## src/rtl/iot_teletype.sv

```systemverilog
// Console teletype IOT responder: keyboard (device 03) and printer (device 04) with registered CPU response.
// Optional interrupt enable register and int_req generation when IOT_INTERRUPT_EN is defined.
module iot_teletype #(
  parameter logic [5:0]  KBD_DEV   = 6'o03,
  parameter logic [5:0]  PRT_DEV   = 6'o04,
  parameter int unsigned PRT_DELAY = 16
) (
  input  logic       clock,
  input  logic       resetN,
  input  logic       iot_valid,
  input  logic [5:0] iot_dev,
  input  logic [2:0] iot_op,
  input  logic [7:0] dataout,
  output logic [7:0] datain,
  output logic       ac_clear,
  output logic       iot_skip,
  input  logic       kbd_valid,
  input  logic [7:0] kbd_data,
  output logic       kbd_ready,
  output logic       prt_valid,
  output logic [7:0] prt_data,
  input  logic       prt_ready,
  output logic       int_req
);

  localparam int unsigned CW = $clog2(PRT_DELAY + 1);

  typedef enum logic [1:0] {P_IDLE, P_BUSY, P_OUT} prt_state_t;

  prt_state_t    state, state_next;
  logic [CW-1:0] cnt;
  logic          kbd_flag, prt_flag;
  logic [7:0]    kbd_buf, prt_buf;
  logic          kbd_sel, prt_sel, kie, kbd_cmd;
  logic          kbd_accept, prt_done, tpc_start;

  assign kbd_sel = iot_valid && (iot_dev == KBD_DEV);
  assign prt_sel = iot_valid && (iot_dev == PRT_DEV);

`ifdef IOT_INTERRUPT_EN
  assign kie = kbd_sel && (iot_op == 3'd5);
`else
  assign kie = 1'b0;
`endif

  // KIE replaces the KSF/KRS meaning of op 5 when interrupts are built in
  assign kbd_cmd    = kbd_sel && !kie;
  assign kbd_ready  = !kbd_flag;
  assign kbd_accept = kbd_valid && !kbd_flag;
  assign prt_done   = (state == P_OUT) && prt_ready;
  assign tpc_start  = prt_sel && iot_op[2] && (state == P_IDLE);

  always_ff @(posedge clock) begin
    if (!resetN) begin
      kbd_flag <= 1'b0;
      kbd_buf  <= '0;
    end else if (kbd_accept) begin
      kbd_flag <= 1'b1;
      kbd_buf  <= kbd_data;
    end else if (kbd_cmd && iot_op[1]) begin
      kbd_flag <= 1'b0;
    end
  end

  always_ff @(posedge clock) begin
    if (!resetN) begin
      prt_flag <= 1'b0;
      prt_buf  <= '0;
    end else begin
      if (prt_done)
        prt_flag <= 1'b1;
      else if (prt_sel && iot_op[1])
        prt_flag <= 1'b0;
      if (tpc_start)
        prt_buf <= dataout;
    end
  end

  // Skip and read data reflect flag/buffer contents before this cycle's updates
  always_ff @(posedge clock) begin
    if (!resetN) begin
      datain   <= '0;
      ac_clear <= 1'b0;
      iot_skip <= 1'b0;
    end else begin
      datain   <= (kbd_cmd && iot_op[2]) ? kbd_buf : '0;
      ac_clear <= kbd_cmd && iot_op[1];
      iot_skip <= (kbd_cmd && iot_op[0] && kbd_flag) ||
                  (prt_sel && iot_op[0] && prt_flag);
    end
  end

  always_ff @(posedge clock) begin
    if (!resetN) begin
      state <= P_IDLE;
      cnt   <= '0;
    end else begin
      state <= state_next;
      if (tpc_start)
        cnt <= CW'(PRT_DELAY - 1);
      else if ((state == P_BUSY) && (cnt != '0))
        cnt <= cnt - CW'(1);
    end
  end

  always_comb begin
    state_next = state;
    unique case (state)
      P_IDLE: if (tpc_start) state_next = P_BUSY;
      P_BUSY: if (cnt == '0) state_next = P_OUT;
      P_OUT:  if (prt_ready) state_next = P_IDLE;
      default: state_next = P_IDLE;
    endcase
  end

  always_comb begin
    prt_valid = 1'b0;
    prt_data  = '0;
    if (state == P_OUT) begin
      prt_valid = 1'b1;
      prt_data  = prt_buf;
    end
  end

`ifdef IOT_INTERRUPT_EN
  logic int_en;

  always_ff @(posedge clock) begin
    if (!resetN) begin
      int_en  <= 1'b0;
      int_req <= 1'b0;
    end else begin
      if (kie)
        int_en <= dataout[0];
      int_req <= int_en && (kbd_flag || prt_flag);
    end
  end
`else
  assign int_req = 1'b0;
`endif

endmodule

```

## config.mk

```make
export PLATFORM = sky130hd
export DESIGN_NAME = iot_teletype
export DESIGN_NICKNAME = d
export VERILOG_FILES = /design/src/rtl/iot_teletype.sv
export SDC_FILE = /design/constraint.sdc
export NUM_CORES = 1
export LEC_CHECK = 0
export CAP_MARGIN = 30
export CORE_MARGIN = 10
export CORE_UTILIZATION = 47
export DETAILED_ROUTE_END_ITERATION = 8
export PLACE_DENSITY = 0.91
export SYNTH_ARGS = -nofsm -noshare
export SYNTH_HDL_FRONTEND = slang
export SYNTH_SLANG_ARGS = --single-unit
```

## constraint.sdc

```tcl
create_clock -name clock -period 2.93 [get_ports clock]
set_clock_uncertainty 0.1 [all_clocks]
set_input_delay 0.7325 -clock clock [delete_from_list [all_inputs] [get_ports clock]]
set_output_delay 0.7325 -clock clock [all_outputs]
set_load 0.05 [all_outputs]
```

# Yosys cells after proc, flatten, opt, wreduce, memory -nomap -nowiden
# Cells that the tools add are included.
# op_classes
add_sub_neg	1
mul	0
div_mod_pow	0
magnitude_cmp	0
eq_ne	7
shift	0
mux	12
bitwise	1
reduce_logical	25
# op_table
operator	n
$logic_and A1 B1 Y1	14
$mux W4	2
$mux W8	1
$eq A6 B2 Y1 const B	1
$eq A6 B3 Y1 const B	1
$mux W2	3
$pmux W2 S3	1
$reduce_bool A2 Y1	3
$logic_not A5 Y1	1
$mux W1	5
$reduce_bool A5 Y1	1
$sub A5 B1 Y5 const B	1
$ne A2 B2 Y1 const B	2
$reduce_and A3 Y1	1
$eq A2 B1 Y1 const B	1
$eq A2 B2 Y1 const B	1
$logic_not A2 Y1	1
$ne A2 B1 Y1 const B	1
$reduce_and A2 Y1	1
$reduce_or A2 Y1	1
$logic_not A1 Y1	1
$logic_or A1 B1 Y1	1
$not A1 Y1	1
# word_totals
ff_bits	35
latchBits	0
mem_bits_rw	0
mem_bits_ro	0
inputBits	30
out_inout_bits	21
elab_cells	56
memories	0

# Depth between registers and ports, before layout
# depth
word_depth	6
depth_mapped	5
depth_no_buf	5

# Worst setup path after synthesis
# Ideal clock, no wire load.
# synth_path
path_type	reg-to-output
startpoint	reg state[1]
endpoint	out prt_data[0]
arrival_ns	1.639
required_time_ns	2.098
slack_ns	0.459
path_stages_with_launch	4
n_path_buf	1
cell_sequence	dfxtp_1 -> nor2b_1 -> clkbuf_1 -> and2_1
# synth_between
elab_chain_len	2
# synth_lines
element	line	source
from (decl)	30	prt_state_t state, state_next;
from (signal assigned)	98	state <= state_next;
$eq A2 B2 Y1	119	if (state == P_OUT) begin
$mux W8	119	
to (decl)	21	output logic [7:0] prt_data,
# No other way between the ends.

# Worst setup path after layout
# layout_path
startpoint	reg state[1]
endpoint	out prt_data[1]
# The elaborated chain is that of the path after synthesis.

==> impl_metrics.prom <==
# TYPE chip_impl_metric gauge
chip_impl_metric{name="mappedNetlistArea",unit="µm²"} 1440
chip_impl_metric{name="buffer_ports.inserted",unit=""} 49
chip_impl_metric{name="highest_attainable_clock_frequency",unit="MHz"} 390
chip_impl_info{name="tritoncts_clock_tree",value="yes"} 1
chip_impl_info{name="worst_hold_path_type",value="reg -> reg"} 1
chip_impl_metric{name="worst_tran_pin_value",unit="ps"} 659
chip_impl_metric{name="cts_resized",unit=""} 0
chip_impl_metric{name="finalHoldWorstSlack",unit="ps"} 355
chip_impl_metric{name="cp_data_required_time",unit="ps"} 2100
chip_impl_metric{name="die_area",unit="µm²"} 5680
chip_impl_metric{name="cp_max_fo",unit=""} 12
chip_impl_metric{name="fraction_of_layout_instances_using_a_drive_strength_above_1",unit="%"} 10.7
chip_impl_info{name="root_buffer",value="clkbuf_4"} 1
chip_impl_metric{name="cell_internal_pwr",unit="mW"} 0.626
chip_impl_metric{name="syn_nets",unit=""} 194
chip_impl_metric{name="syn_avg_cell_area",unit="µm²"} 8.84
chip_impl_metric{name="synth-compound-area-share",unit="%"} 9.82
chip_impl_metric{name="tritoncts.num_buffers",unit=""} 5
chip_impl_metric{name="comb_power_share",unit="%"} 10.8
chip_impl_metric{name="cts_hold_buf",unit=""} 0
chip_impl_metric{name="power_density",unit="nW/µm²"} 421
chip_impl_metric{name="die_w",unit="µm"} 75.4
chip_impl_metric{name="gp_routability_congestion",unit=""} 0.748
chip_impl_info{name="critical-path-slowest-cell",value="nor2b_1"} 1
chip_impl_metric{name="clk_transition_reported_paths",unit="ps"} 100
chip_impl_metric{name="synth.ff_latch_count",unit=""} 35
chip_impl_metric{name="vdd_ir_drop_max",unit="mV"} 0.202
chip_impl_metric{name="timing.final.ws_setup",unit="ps"} 366
chip_impl_info{name="synth_top_flop_cell",value="dfxtp_1"} 1
chip_impl_metric{name="netSwitchingFraction",unit="%"} 25.1
chip_impl_metric{name="cp.arrival",unit="ps"} 1730
chip_impl_metric{name="synth_top_cell_area_share",unit="%"} 48.7
chip_impl_metric{name="total_setup_buffers_inserted_after_cts",unit=""} 0
chip_impl_info{name="path_cells",value="nor2b_1, and2_1, buf_4"} 1
chip_impl_metric{name="number_of_drc_markers_after_the_initial_detailed_route_iteration",unit=""} 90
chip_impl_metric{name="power.switching",unit="mW"} 0.209
chip_impl_metric{name="grt_pass1_vias",unit=""} 1228
chip_impl_info{name="synth_largest_area_cell",value="dfxtp_1"} 1
chip_impl_metric{name="drt-vias-per-instance",unit=""} 5.27
chip_impl_metric{name="yosysWarnings",unit=""} 0
chip_impl_metric{name="congestion_overflow_gr",unit=""} 0
chip_impl_metric{name="antenna_violations_before_repair",unit=""} 0
chip_impl_metric{name="drt-wirelength-per-cell",unit="µm"} 14.3
chip_impl_metric{name="synth_cells",unit=""} 163
chip_impl_metric{name="fin_tns_setup",unit="ps"} 0
chip_impl_metric{name="core_region_area",unit="µm²"} 3000
chip_impl_metric{name="track_usage",unit="%"} 12.7
chip_impl_metric{name="dpl.hpwl",unit="µm"} 2750
chip_impl_metric{name="final-setup-viol-count",unit=""} 0
chip_impl_metric{name="power.share.clock",unit="%"} 30.7
chip_impl_metric{name="synth_simple_gate_area_share",unit="%"} 30.7
chip_impl_metric{name="synth_mux_area_share",unit="%"} 5.56
chip_impl_metric{name="leakage",unit="nW"} 0.810
chip_impl_metric{name="max_capacitance_violation_count",unit=""} 0
chip_impl_metric{name="cts.htree.levels",unit=""} 2
chip_impl_metric{name="synth.distinct_cells",unit=""} 36
chip_impl_metric{name="pin_count_of_the_biggest_net_entering_global_routing",unit=""} 24
chip_impl_info{name="main_combinational_cell_family_by_area_after_synthesis",value="simple AND/OR/NAND/NOR gates"} 1
chip_impl_metric{name="whs_path_depth",unit=""} 2
chip_impl_metric{name="number_of_top_level_pins",unit=""} 51
chip_impl_info{name="main_area_contributors_after_synthesis",value="dfxtp_1, nand2_1, and2_1, mux2i_1, a21oi_1"} 1
chip_impl_metric{name="route.final.wire_length",unit="µm"} 3530
chip_impl_metric{name="async_reset_ff_share",unit="%"} 0
chip_impl_metric{name="dr_total_vias",unit=""} 1301
chip_impl_metric{name="postRouteAntennaNets",unit=""} 0
chip_impl_metric{name="synth-edff-count",unit=""} 0
chip_impl_metric{name="max_stage_delay",unit="ps"} 560
chip_impl_metric{name="synthToLayoutAreaGrowth",unit="%"} 37.8
chip_impl_metric{name="period_share",unit="%"} 87.5
chip_impl_metric{name="final_net_count",unit=""} 244
chip_impl_metric{name="power.share.sequential",unit="%"} 58.5
chip_impl_info{name="crit_type",value="reg -> out"} 1
chip_impl_metric{name="synth.yosys.seq_area_share",unit="%"} 48.7
chip_impl_metric{name="detail_route.drc_violations",unit=""} 0
chip_impl_metric{name="cts_sinks",unit=""} 35
chip_impl_metric{name="latest_clock_arrival_within_the_worst_skew_pair",unit="ps"} 350
chip_impl_metric{name="finalWorstPathRequiredPeriod",unit="ps"} 2560
chip_impl_metric{name="reg2regPathDepth",unit=""} 5
chip_impl_metric{name="rows",unit=""} 20
chip_impl_metric{name="timing.max_slew.rel_slack",unit="%"} 56.0
chip_impl_metric{name="pre_cts_ws",unit="ps"} 284
chip_impl_metric{name="antenna_cells",unit=""} 0
chip_impl_metric{name="vertical_extent_of_the_die",unit="µm"} 75.4
chip_impl_metric{name="initial_utilization",unit="%"} 48.0
chip_impl_metric{name="hold_viol",unit=""} 0
chip_impl_info{name="status",value="complete, no violations"} 1
chip_impl_info{name="startpoint_type_of_the_worst_setup_path",value="flip-flop"} 1
chip_impl_metric{name="final_core_utilization",unit="%"} 66.1
chip_impl_metric{name="firstDrtPassIters",unit=""} 4
chip_impl_info{name="critical_path.endpoint_type",value="output pin"} 1
chip_impl_metric{name="post_synth_xor_area_fraction",unit="%"} 0
chip_impl_info{name="grt_setup_unrepaired",value="no"} 1
chip_impl_metric{name="arithmetic_cell_share_of_the_synthesized_area_counting_full_adders_half_adders_and_majority_gates",unit="%"} 0.869
chip_impl_metric{name="timing_max_transition_violations_final",unit=""} 0
chip_impl_metric{name="first_pass_grt_wire_length",unit="µm"} 5370
chip_impl_metric{name="clockBufferDepth",unit=""} 2
-- layout by cell type (no fill, tap or decap), drive strengths merged, types with 3 or more instances in the layout --
cell	netlist	routed
mux2i	8	8
nand3	3	3
nor3	3	3
clkbuf	7	6
buf	2	12
nand3b	3	3
nor2b	4	4
inv	5	5
and2	16	16
clkdlybuf4s50	0	40
a21oi	12	12
dfxtp	35	35
nand2	37	37
-- cells by family (layout without fill, tap and decap cells) --
logic type | Yosys count | after routing
and+or+nand+nor | 81 | 81
DFF | 35 | 35
AOI/OAI and AO/OA | 23 | 23
buffers and inverters | 14 | 65
muxes | 8 | 8
adders and majority gates | 1 | 1
other | 1 | 1
-- worst paths after layout --
kind                                  from     endpoint  slack, ps
worst min-delay path            kbd_buf[2]   kbd_buf[2]        350
worst min register to register  kbd_buf[2]   kbd_buf[2]        350
worst max-delay path              state[1]  prt_data[1]        370
worst max register to register      cnt[0]       cnt[3]       1200
-- through the flow --
stage	instance area [µm²]	std cells	total power, mW
after floorplan	1440	163	0.539
after global placement	1930	239	0.587
after detailed placement	1930	239	0.590
after CTS	1980	247	0.843
after global routing	1980	247	0.875
final	1980	247	0.835
-- critical path: cells and delay by family (launching register included) --
family	cells	cell delay, ps
and+or+nand+nor	2	790
DFF	1	390
buffers and inverters	1	200
-- power groups by stage --
stage               logic [mW]  clock network (mW)  registers (mW)
floorplan               0.0405                   0           0.498
global placement        0.0885                   0           0.499
detailed placement      0.0906                   0           0.499
CTS                     0.0910               0.264           0.488
global route            0.0976               0.288           0.489
finish                  0.0904               0.256           0.488
-- per-layer routing --
| layer | up-vias | share of wire [%] | global-route usage (%) |
|---|---|---|---|
| met5 | - | 0 | 0 |
| li1 | 653 | - | - |
| met3 | 10 | 8.7 | 5.99 |
| met1 | 587 | 39 | 13.0 |
| met4 | 0 | 4.0 | 9.28 |
| met2 | 51 | 48 | 19.9 |
-- final cells by class --
cell class	count	area, µm²
Fill cell	245	1020
Sequential cell	35	701
Multi-Input combinational cell	114	679
Timing Repair Buffer	52	490
Clock buffer	6	41.3
Tap cell	33	41.3
Inverter	5	18.8
Clock inverter	2	12.5
-- flip-flops by register name, indices dropped and copies added, names as in the netlist, 2 cells and up --
signal,count
cnt,5
datain,8
kbd_buf,8
prt_buf,8
state,2
-- synthesized netlist by cell type (3+ instances only) --
cell type  number
clkbuf_1        7
and2_1         16
nor2b_1         4
nand3b_1        3
mux2i_1         8
nand2_1        37
dfxtp_1        35
inv_1           5
nand3_1         3
a21oi_1        12
Power figures use the tool's default switching activity.
